[src/rtl/morse_key_receiver.sv]
// Morse key receive path: synchronise, debounce, time presses/gaps, assemble one letter code.
// Optional word-gap detection is built when WORD_GAP_EN is defined.
module morse_key_receiver #(
    parameter int unsigned TICK_DIV         = 100000,
    parameter int unsigned DEBOUNCE_TICKS   = 20,
    parameter int unsigned DASH_TICKS       = 300,
    parameter int unsigned LETTER_GAP_TICKS = 600,
    parameter int unsigned WORD_GAP_TICKS   = 1400
) (
    input  logic       clk,
    input  logic       rst_n,
    input  logic       key_in,
    output logic       key_clean,
    output logic       sym_valid,
    input  logic       sym_ready,
    output logic [2:0] sym_len,
    output logic [4:0] sym_bits,
    output logic       sym_err,
    output logic       overrun,
    output logic       word_space
);

    localparam int unsigned PRE_W    = $clog2(TICK_DIV + 1);
    localparam int unsigned DEB_W    = $clog2(DEBOUNCE_TICKS + 1);
    localparam int unsigned MAX_A    = (WORD_GAP_TICKS > LETTER_GAP_TICKS) ? WORD_GAP_TICKS : LETTER_GAP_TICKS;
    localparam int unsigned CNT_MAX  = (DASH_TICKS > MAX_A) ? DASH_TICKS : MAX_A;
    localparam int unsigned CNT_W    = $clog2(CNT_MAX + 1);

    typedef enum logic [1:0] {IDLE, PRESS, GAP} state_t;

    logic             key_meta;
    logic             key_sync;
    logic             key_prev;
    logic [PRE_W-1:0] pre_cnt;
    logic             tick;
    logic [DEB_W-1:0] deb_cnt;

    state_t           state;
    logic [CNT_W-1:0] press_cnt;
    logic [CNT_W-1:0] gap_cnt;
    logic [4:0]       bits_acc;
    logic [2:0]       len_acc;
    logic             err_acc;

    logic             rise_c;
    logic             fall_c;
    logic [CNT_W-1:0] press_inc_c;
    logic [CNT_W-1:0] gap_inc_c;

    assign rise_c      = key_clean & ~key_prev;
    assign fall_c      = ~key_clean & key_prev;
    assign press_inc_c = (&press_cnt) ? press_cnt : press_cnt + CNT_W'(1);
    assign gap_inc_c   = (&gap_cnt) ? gap_cnt : gap_cnt + CNT_W'(1);

    // Synchroniser, tick prescaler and debounce filter.
    always_ff @(posedge clk or negedge rst_n) begin
        if (!rst_n) begin
            key_meta  <= 1'b0;
            key_sync  <= 1'b0;
            key_prev  <= 1'b0;
            key_clean <= 1'b0;
            pre_cnt   <= '0;
            tick      <= 1'b0;
            deb_cnt   <= '0;
        end else begin
            key_meta <= key_in;
            key_sync <= key_meta;
            key_prev <= key_clean;

            if (pre_cnt == PRE_W'(TICK_DIV - 1)) begin
                pre_cnt <= '0;
                tick    <= 1'b1;
            end else begin
                pre_cnt <= pre_cnt + PRE_W'(1);
                tick    <= 1'b0;
            end

            if (key_sync == key_clean) begin
                deb_cnt <= '0;
            end else if (tick) begin
                if (deb_cnt + DEB_W'(1) == DEB_W'(DEBOUNCE_TICKS)) begin
                    key_clean <= key_sync;
                    deb_cnt   <= '0;
                end else begin
                    deb_cnt <= deb_cnt + DEB_W'(1);
                end
            end
        end
    end

`ifdef WORD_GAP_EN
    logic word_armed;
`endif

    // Element timing, letter assembly and single-entry output buffer.
    always_ff @(posedge clk or negedge rst_n) begin
        if (!rst_n) begin
            state     <= IDLE;
            press_cnt <= '0;
            gap_cnt   <= '0;
            bits_acc  <= '0;
            len_acc   <= '0;
            err_acc   <= 1'b0;
            sym_valid <= 1'b0;
            sym_len   <= '0;
            sym_bits  <= '0;
            sym_err   <= 1'b0;
            overrun   <= 1'b0;
`ifdef WORD_GAP_EN
            word_space <= 1'b0;
            word_armed <= 1'b0;
`endif
        end else begin
            overrun <= 1'b0;
`ifdef WORD_GAP_EN
            word_space <= 1'b0;
`endif
            if (sym_valid && sym_ready) begin
                sym_valid <= 1'b0;
            end

            case (state)
                IDLE: begin
                    if (rise_c) begin
                        state     <= PRESS;
                        press_cnt <= '0;
`ifdef WORD_GAP_EN
                        word_armed <= 1'b0;
                    end else if (word_armed && tick) begin
                        gap_cnt <= gap_inc_c;
                        if (gap_inc_c == CNT_W'(WORD_GAP_TICKS)) begin
                            word_space <= 1'b1;
                            word_armed <= 1'b0;
                        end
`endif
                    end
                end
                PRESS: begin
                    if (fall_c) begin
                        state   <= GAP;
                        gap_cnt <= '0;
                        // A sixth element flags the letter but leaves the first five intact.
                        if (len_acc == 3'd5) begin
                            err_acc <= 1'b1;
                        end else begin
                            bits_acc[len_acc] <= (press_cnt >= CNT_W'(DASH_TICKS));
                            len_acc           <= len_acc + 3'd1;
                        end
                    end else if (tick) begin
                        press_cnt <= press_inc_c;
                    end
                end
                GAP: begin
                    if (rise_c) begin
                        state     <= PRESS;
                        press_cnt <= '0;
                    end else if (tick) begin
                        gap_cnt <= gap_inc_c;
                        if (gap_inc_c == CNT_W'(LETTER_GAP_TICKS)) begin
                            state    <= IDLE;
                            bits_acc <= '0;
                            len_acc  <= '0;
                            err_acc  <= 1'b0;
`ifdef WORD_GAP_EN
                            word_armed <= 1'b1;
`endif
                            if (!sym_valid || sym_ready) begin
                                sym_bits  <= bits_acc;
                                sym_len   <= len_acc;
                                sym_err   <= err_acc;
                                sym_valid <= 1'b1;
                            end else begin
                                overrun <= 1'b1;
                            end
                        end
                    end
                end
                default: state <= IDLE;
            endcase
        end
    end

`ifndef WORD_GAP_EN
    assign word_space = 1'b0;
`endif

endmodule
[config.mk]
export PLATFORM = sky130hd
export DESIGN_NAME = morse_key_receiver
export DESIGN_NICKNAME = d
export VERILOG_FILES = /design/src/rtl/morse_key_receiver.sv
export SDC_FILE = /design/constraint.sdc
export NUM_CORES = 1
export LEC_CHECK = 0
export ABC_CLOCK_PERIOD_IN_PS = 4600
export BUFFER_PORTS_ARGS = -buffer_cell sky130_fd_sc_hd__buf_4
export CORE_MARGIN = 8
export CORE_UTILIZATION = 65
export CTS_CLUSTER_SIZE = 8
export DETAILED_ROUTE_END_ITERATION = 12
export PLACE_DENSITY = 0.82
export SYNTH_ARGS = -nofsm -noshare
export SYNTH_HDL_FRONTEND = slang
export SYNTH_SLANG_ARGS = --single-unit
[constraint.sdc]
create_clock -name clk -period 4.6 [get_ports clk]
set_input_delay 0.69 -clock clk [delete_from_list [all_inputs] [get_ports clk]]
set_output_delay 0.69 -clock clk [all_outputs]
set_load 0.02 [all_outputs]
# After elaboration in Yosys (flattened, before gate mapping)
# Cells that the tools add are included.
[classes]
n_addsub = 5
eq_ne = 20
mux = 53
reduce_logical = 18
bitwise_logic = 6
order_cmp = 3
[ops]
columns = ["cell", "n"]
rows = [
  ["11-bit two-way mux", 8],
  ["11-bit case mux with 2 select lines", 2],
  ["5-bit two-way mux", 8],
  ["11-bit by 1-bit adder with 11-bit output (second input constant)", 2],
  ["11-bit AND reduction", 2],
  ["2-bit inequality test (second input constant)", 10],
  ["1-bit two-way mux", 18],
  ["17-bit by 1-bit adder with 17-bit output (second input constant)", 1],
  ["17-bit == test (second input constant)", 1],
  ["17-bit two-way mux", 1],
  ["3-bit two-way mux", 5],
  ["6-bit AND reduction", 2],
  ["11-bit by 10-bit == test with 1-bit output (second input constant)", 1],
  ["11-bit by 9-bit greater-or-equal comparator with 1-bit output (second input constant)", 1],
  ["2-bit two-way mux", 5],
  ["5-bit case mux with 2 select lines", 1],
  ["5-bit AND reduction", 2],
  ["4-bit AND reduction", 2],
  ["3-bit inequality test (second input constant)", 2],
  ["2-bit case mux with 3 select lines", 1],
  ["3-bit case mux with 2 select lines", 1],
  ["2-bit nonzero test", 3],
  ["5-bit by 1-bit adder with 5-bit output (second input constant)", 1],
  ["5-bit bitwise mux", 1],
  ["19 further kinds", 24],
]
[totals]
wordCells = 123
output_inout_bits = 13
regBits = 71

# Longest topological paths before layout
# Gate-level depths: netlist of run 1.
[depth]
word_depth = 8
ltp_mapped = 8
mapped_depth_nobuf = 7

# Least setup slack after synthesis of run 1
# Ideal clock, no wire load.
[synth_timing]
path_type = "reg2reg"
startpoint = "reg gap_cnt[0]"
endpoint = "reg sym_bits[0]"
setup_time_ns = 0.125
path_slack_ns = 2.368
path_stages_with_launch = 9
required_time_ns = 4.475
arrival_time_ns = 2.107
path_cell_list = "dfrtp_1 ha_1 clkbuf_1 and2_1 o21ai_0 a31oi_1 nor4_4 nand2_4 mux2_2"
[synth_via]
elab_chain_cells = 4
elab_cells_between_ends = 5
cone_classes = "add/sub (1); eq/ne (1); mux (1); reduce/logical (2)"
[synth_rtl]
columns = ["element", "line_no", "text"]
rows = [
  ["start: declaration", "40", "logic [CNT_W-1:0] gap_cnt;"],
  ["start signal: assignment", "158", "gap_cnt <= gap_inc_c;"],
  ["11-bit by 1-bit adder with 11-bit output or 11-bit AND reduction (tied branches)", "53", "assign gap_inc_c = (&gap_cnt) ? gap_cnt : gap_cnt + CNT_W'(1);"],
  ["11-bit two-way mux (*)", "53", ""],
  ["11-bit by 10-bit == test with 1-bit output (*)", "159", "if (gap_inc_c == CNT_W'(LETTER_GAP_TICKS)) begin"],
  ["5-bit AND reduction (no line) (*)", "--", ""],
  ["end signal: assignment", "168", "sym_bits <= bits_acc;"],
  ["end: declaration", "17", "output logic [4:0] sym_bits,"],
]
# Mark *: on every way between the ends. The rest lies on a longest branch, timed or not.
# A chain may end at the register's enable or synchronous reset.

# Final worst setup path of run 1
[layout_timing]
startpoint = "reg gap_cnt[0]"
endpoint = "reg sym_bits[4]"
# Same word-level chain as after synthesis.

==> run_results.csv, run 1 <==
group,metric,value,unit
clocking,clockRootBuffer,"clkbuf_8",
setup_path,cp.arrival,2820,ps
clocking,cts_made_buffers,9,
clocking,cts_tree,"yes",
sta,timing_worst_slew_pin_value,859,ps
sta,maxSlewViolCount,0,
logic_synthesis,synth_top_family_by_area,"simple AND/OR/NAND/NOR gates",
clocking,postCtsSetupRepairBufs,0,
drt,wl_per_cell,15.8,um
sta,clock_skew,7.83,ps
sta,max_clock_freq,0.385,GHz
setup_path,required,4820,ps
pwr,power.leakage,0.00181,uW
logic_synthesis,yosysSeqAreaShare,50.8,%
cells_and_area,fin_nets,370,
cells_and_area,final_layout_size_suffix_gt1_share,12.2,%
setup_path,start_kind,"flop",
setup_path,critPathLaunch,"gap_cnt[0]",
global_routing,grt_max_degree,72,
logic_synthesis,netlist_instances,344,
floorplanning,die_x,89.3,um
clocking,cts_hold_buf,0,
floorplanning,ios,17,
setup_path,crit_type,"flop to flop",
floorplanning,rows,26,
sta,min_period,2600,ps
clocking,clk_latency,340,ps
logic_synthesis,yosysWarnings,0,
pwr,power.share.sequential,52.9,%
sta,rsz0062_at_grt,"false",
cells_and_area,nFillCells,373,
place,dp_cells,417,
drt,drcViolationCount,0,
logic_synthesis,async_flop_share,100,%
place,io_buffers,15,
cells_and_area,postLayoutCellArea,3840,sq um
drt,drtPass1Iterations,4,
setup_path,reg2reg_from,"gap_cnt[0]",
cells_and_area,multi_input_area,1640,sq um
drt,ant_nets,0,
floorplanning,die_area,7980,sq um
drt,first_iter_violations,243,
global_routing,grt_first_pass_wirelength,12000,um
floorplanning,dieHeight,89.3,um
global_routing,overflow,0,
logic_synthesis,muxShareOfSynthArea,4.12,%
flow_run,cap_violations,0,
pwr,clkPwrFrac,45.9,%
logic_synthesis,synth-seq-cells,71,
clocking,cts_sinks,71,
sta,slew_headroom,42.7,%
sta,hold_violations,0,
logic_synthesis,syn_area,3500,sq um
logic_synthesis,yosys.area_share.adder,2.86,%
clocking,cts_max_path_buffers,2,
sta,fin_crit_sh,56.5,%
drt,routed_via_density,6.09,
min_path,hold_path_class,"flop to flop",
pwr,cellPowerDensity,308,nW/um^2
setup_path,crit_path_end_kind,"flop",
clocking,cts_max_level,3,
logic_synthesis,synth_compound_area_share,10.8,%
cells_and_area,instances_no_fill,432,
setup_path,crit_path_max_fanout,10,
logic_synthesis,synthXorXnorAreaFrac,6.51,%
cells_and_area,layout-area-overhead-vs-synth,9.99,%
global_routing,grt_pass1_vias,2567,
floorplanning,core,5140,sq um
clocking,clk_pin_slew,70,ps
drt,wirelength,6810,um
sta,finalSetupTns,0,ps
floorplanning,initial_core_util,68.0,%
cells_and_area,num_antenna_cells,0,
global_routing,grt.total_usage,19.5,%
pwr,swShare,20.1,%
place,dpl_cell_area,3630,sq um
min_path,min_from,"key_meta",
status,status,"finished clean",
logic_synthesis,syn-num-nets,356,
pwr,p_int,945,uW
logic_synthesis,synth_simple_gate_area_share,22.4,%
pwr,combPwrFrac,1.3,%
pwr,power_switching,238,uW
cells_and_area,seq_area,1780,sq um
logic_synthesis,synth_enable_flop_cells,0,
logic_synthesis,syn_avg_cell_area,10.2,sq um
logic_synthesis,synth_cell_types,51,
logic_synthesis,ys.flop_type,"dfrtp_1",
place,dp_hpwl,4660,um
drt,num_vias,2630,
global_routing,antenna_found_initial,0,
place,gp_congestion,0.910,
sta,setup_viol,0,
clocking,cts.repair.resized,0,
pwr,vdd_drop_max,0.000223,V
[cell families after synthesis]
family | after synthesis
simple gates | 153
flops | 71
compound gates | 55
xor+xnor | 26
buf+inv | 17
mux | 13
fa+ha+maj | 8
other cells | 1
[cell usage in the layout, fill, tap and decap left out, types with 4 or more instances in the layout]
| cell type | count |
|---|---|
| dfrtp_1 | 71 |
| nor2_1 | 44 |
| nand2_1 | 25 |
| nand3_1 | 25 |
| xor2_1 | 17 |
| buf_4 | 15 |
| and3_1 | 12 |
| o21ai_0 | 11 |
| mux2_2 | 11 |
| clkbuf_8 | 10 |
| nand4_1 | 9 |
| xnor2_1 | 9 |
| ha_1 | 8 |
| nor3_1 | 7 |
| nand2b_1 | 7 |
| inv_1 | 5 |
| nor2b_1 | 5 |
| a21oi_1 | 5 |
| a211oi_1 | 5 |
| a31oi_1 | 5 |
| and4_1 | 4 |
| and2_1 | 4 |
| o31ai_1 | 4 |
[state kept, by name (all words and copies together) (netlist names)]
name / cells
bits_acc: 5
deb_cnt: 5
err_acc: 1
gap_cnt: 11
key_clean: 1
key_meta: 1
key_prev: 1
key_sync: 1
len_acc: 3
overrun: 1
pre_cnt: 17
press_cnt: 11
state: 2
sym_bits: 5
sym_err: 1
sym_len: 3
sym_valid: 1
tick: 1
[final timing paths]
path | to | slack [ps] | cells past startpoint
hold / removal | key_sync | 380 | 0
max in group asynchronous | sym_bits[4] | 3590 | 1
setup / recovery | sym_bits[4] | 2000 | 7
setup reg to reg | sym_bits[4] | 2000 | 7
hold reg to reg | key_sync | 380 | 0
min in group asynchronous | pre_cnt[8] | 450 | 1
[critical path, cell delays in order (launching register included)]
cell and delay (ps):
dfrtp_1 490, ha_1 370, and2_1 220, o21ai_0 170, a31oi_1 180, nor4_4 570
nand2_4 180, mux2_2 310
[synth_stat cells (5+ instances only)]
cell type / instances / area (sq um)
ha_1: 8 / 100
a211oi_1: 5 / 37.5
nor2b_1: 5 / 31.3
nand2b_1: 7 / 43.8
nand2_1: 25 / 93.8
xnor2_1: 9 / 78.8
o21ai_0: 11 / 55.1
mux2_2: 11 / 124
nand3_1: 25 / 125
nand4_1: 9 / 56.3
nor2_1: 44 / 165
nor3_1: 7 / 35.0
inv_1: 5 / 18.8
xor2_1: 17 / 149
dfrtp_1: 71 / 1780
and3_1: 12 / 75.1
a21oi_1: 5 / 25.0
a31oi_1: 5 / 31.3
clkbuf_1: 8 / 30.0
[power by group through the flow]
stage / Sequential [uW] / Clock, uW / Combinational (uW)
finish: 625 / 542 / 14.8
global route: 625 / 577 / 18.0
CTS: 625 / 549 / 15.8
detailed placement: 637 / 0 / 15.8
global placement: 637 / 0 / 15.5
floorplan: 637 / 0 / 2.21
[stage by stage]
step | setup slack [ps] | hold slack [ps] | util (%) | total power, uW
6_report | 2000 | 381 | 74.8 | 1180
5_1_grt | 1810 | 385 | 74.8 | 1220
4_1_cts | 2030 | 381 | 74.8 | 1190
3_5_place_dp | 2060 | 364 | 70.7 | 653
3_3_place_gp | 2170 | 358 | 70.7 | 653
2_1_floorplan | 2370 | 331 | - | 640
[per-layer routing]
layer	track usage (%)	part of all wire, %	vias up
met5	0	0	-
met4	9.21	1.7	0
met3	3.40	4.5	14
met2	30.9	48	79
met1	25.2	46	1275
li1	-	-	1262
[final cells by class]
type	instances	share of cell area (%)
clock buffers	12	3.77
clock inverters	3	1.76
well taps	70	2.28
multi-input cells	256	42.6
repair buffers	15	2.93
inverters	5	0.488
flip-flops and latches	71	46.2
(Power assumes the default switching activity.)
==> run 2, diff against run 1 <==
==> config.mk (replaced) <==
export PLATFORM = sky130hd
export DESIGN_NAME = morse_key_receiver
export DESIGN_NICKNAME = d
export VERILOG_FILES = /design/src/rtl/morse_key_receiver.sv
export SDC_FILE = /design/constraint.sdc
export NUM_CORES = 1
export LEC_CHECK = 0
export ABC_CLOCK_PERIOD_IN_PS = 2560
export BUFFER_PORTS_ARGS = -buffer_cell sky130_fd_sc_hd__buf_4
export CORE_MARGIN = 8
export CORE_UTILIZATION = 61
export CTS_CLUSTER_SIZE = 8
export DETAILED_ROUTE_END_ITERATION = 12
export PLACE_DENSITY = 0.77
export SYNTH_ARGS = -nofsm -noshare
export SYNTH_HDL_FRONTEND = slang
export SYNTH_SLANG_ARGS = --single-unit
==> constraint.sdc (replaced) <==
create_clock -name clk -period 2.56 [get_ports clk]
set_input_delay 0.384 -clock clk [delete_from_list [all_inputs] [get_ports clk]]
set_output_delay 0.384 -clock clk [all_outputs]
set_load 0.02 [all_outputs]
==> run 2 against run 1 <==
Routed wire length grew 0.47%; flip-flop and latch count is the same; clock power grew 84%; cell count grew 2.1%; first-iteration DRC count shrank 47%; count of clock-buffer cells in the layout shrank 1; power grew 82%; via count grew 2.1%; sequential share of layout area shrank 0.68 points; sequential power grew 79%; register-to-register slack lost 1800 ps; worst setup slack lost 1800 ps; highest routed layer unchanged.
==> run_results.csv, run 2 (synthesis gave the netlist of run 1 again) <==
group,metric,value,unit
status,status,"finished clean",
setup_path,crit_path_end_kind,"flop",
place,gp_congestion,0.853,
clocking,clk_latency,350,ps
global_routing,antenna_found_initial,0,
floorplanning,rows,27,
global_routing,overflow,0,
drt,drtPass1Iterations,4,
setup_path,cp.arrival,2620,ps
sta,setup_viol,0,
floorplanning,die_area,8410,sq um
floorplanning,ios,17,
sta,clock_skew,9.84,ps
sta,timing_worst_slew_pin_value,860,ps
clocking,cts_max_level,3,
global_routing,grt_max_degree,72,
drt,routed_via_density,6.09,
cells_and_area,layout-area-overhead-vs-synth,11.6,%
global_routing,grt_pass1_vias,2610,
cells_and_area,largest_reg_flops,17,
cells_and_area,fin_nets,376,
pwr,cellPowerDensity,551,nW/um^2
clocking,clk_pin_slew,80,ps
drt,wl_per_cell,15.5,um
cells_and_area,final_common_cell,"dfrtp_1",
sta,maxSlewViolCount,0,
sta,min_period,2390,ps
floorplanning,dieHeight,91.7,um
floorplanning,core,5510,sq um
min_path,hold_path_class,"primary input to flop",
setup_path,crit_type,"flop to flop",
sta,fin_crit_sh,93.3,%
flow_run,cap_violations,0,
cells_and_area,regMostFlops,"pre_cnt",
pwr,power.leakage,0.00185,uW
clocking,postCtsSetupRepairBufs,0,
global_routing,grt.total_usage,17.1,%
cells_and_area,seq_area,1780,sq um
setup_path,start_kind,"flop",
clocking,clockRootBuffer,"clkbuf_8",
clocking,cts_sinks,71,
cells_and_area,reg_top3,"pre_cnt (17), gap_cnt (11), press_cnt (11)",
sta,rsz0062_at_grt,"false",
drt,first_iter_violations,128,
sta,hold_violations,0,
setup_path,crit_path_max_fanout,10,
clocking,cts_max_path_buffers,2,
cells_and_area,multi_input_area,1640,sq um
drt,drcViolationCount,0,
pwr,vdd_drop_max,0.000327,V
drt,num_vias,2685,
clocking,cts_hold_buf,0,
sta,max_clock_freq,0.418,GHz
cells_and_area,num_antenna_cells,0,
place,io_buffers,15,
floorplanning,die_x,91.7,um
sta,worst_slack,170,ps
sta,finalSetupTns,0,ps
setup_path,r2r_slack,170,ps
floorplanning,initial_core_util,63.5,%
drt,wirelength,6840,um
cells_and_area,nFillCells,419,
global_routing,grt_first_pass_wirelength,11900,um
sta,slew_headroom,42.7,%
clocking,cts_made_buffers,9,
clocking,cts_tree,"yes",
place,preCtsSetupSlack,198,ps
drt,ant_nets,0,
cells_and_area,final_cell_mix,"dfrtp_1 (71), nor2_1 (44), nand2_1 (25), nand3_1 (25), buf_4 (21)",
cells_and_area,final_layout_size_suffix_gt1_share,14.1,%
place,dp_hpwl,4500,um
clocking,cts.repair.resized,0,
setup_path,required,2790,ps
## run 2: cell count changes in the layout (fill, tap and decap cells not counted), sizes merged
cell and change:
buf +6, clkinv +2, clkbuf -1
## run 2: final cells by class
cell class                      count  share of cell area (%)
Inverter                            5                   0.481
Sequential cell                    71                    45.5
Tap cell                           72                    2.31
Clock inverter                      5                    2.08
Timing Repair Buffer               21                    4.04
Multi-Input combinational cell    256                    41.9
Clock buffer                       11                    3.62
## run 2: per-layer routing
layer / up-vias / track usage, % / routed length, um
met3: 12 / 4.16 / 323
met1: 1335 / 21.5 / 3190
met4: 0 / 8.99 / 116
met5: - / 0 / 0
li1: 1268 / - / -
met2: 70 / 27.0 / 3210
## run 2: final timing paths
path,startpoint,end,depth (start not counted)
min in group asynchronous,rst_n,press_cnt[2],1
worst min-delay path,key_in,key_meta,1
max in group asynchronous,rst_n,pre_cnt[9],1
worst max register to register,gap_cnt[0],sym_bits[2],7
worst min register to register,key_meta,key_sync,0
worst max-delay path,gap_cnt[0],sym_bits[2],7
## run 2: where the power goes
part           total [uW]  leakage [uW]  switching, uW  internal [uW]
sequential           1120      0.000973          0.952           1120
combinational        26.7      0.000764           23.2           3.53
clock                 998      0.000110            423            576
## run 2: worst max-delay path, cell delays in order, from the launching register on
cell and delay (ps):
dfrtp_1 380, ha_1 320, and2_1 220, o21ai_0 150, a31oi_1 180, nor4_4 530, nand2_4 170, mux2_2 310
## run 2: stage by stage
step / instance area (sq um) / std cells / hold WS, ps / util [%] / total power, uW
finish: 3900 / 441 / 141 / 70.9 / 2150
global route: 3900 / 441 / 130 / 70.9 / 2200
CTS: 3900 / 441 / 134 / 70.9 / 2160
detailed placement: 3680 / 425 / 362 / 66.8 / 1170
global placement: 3680 / 425 / 356 / 66.8 / 1170
floorplan: 3500 / 344 / 88.4 / - / 1150
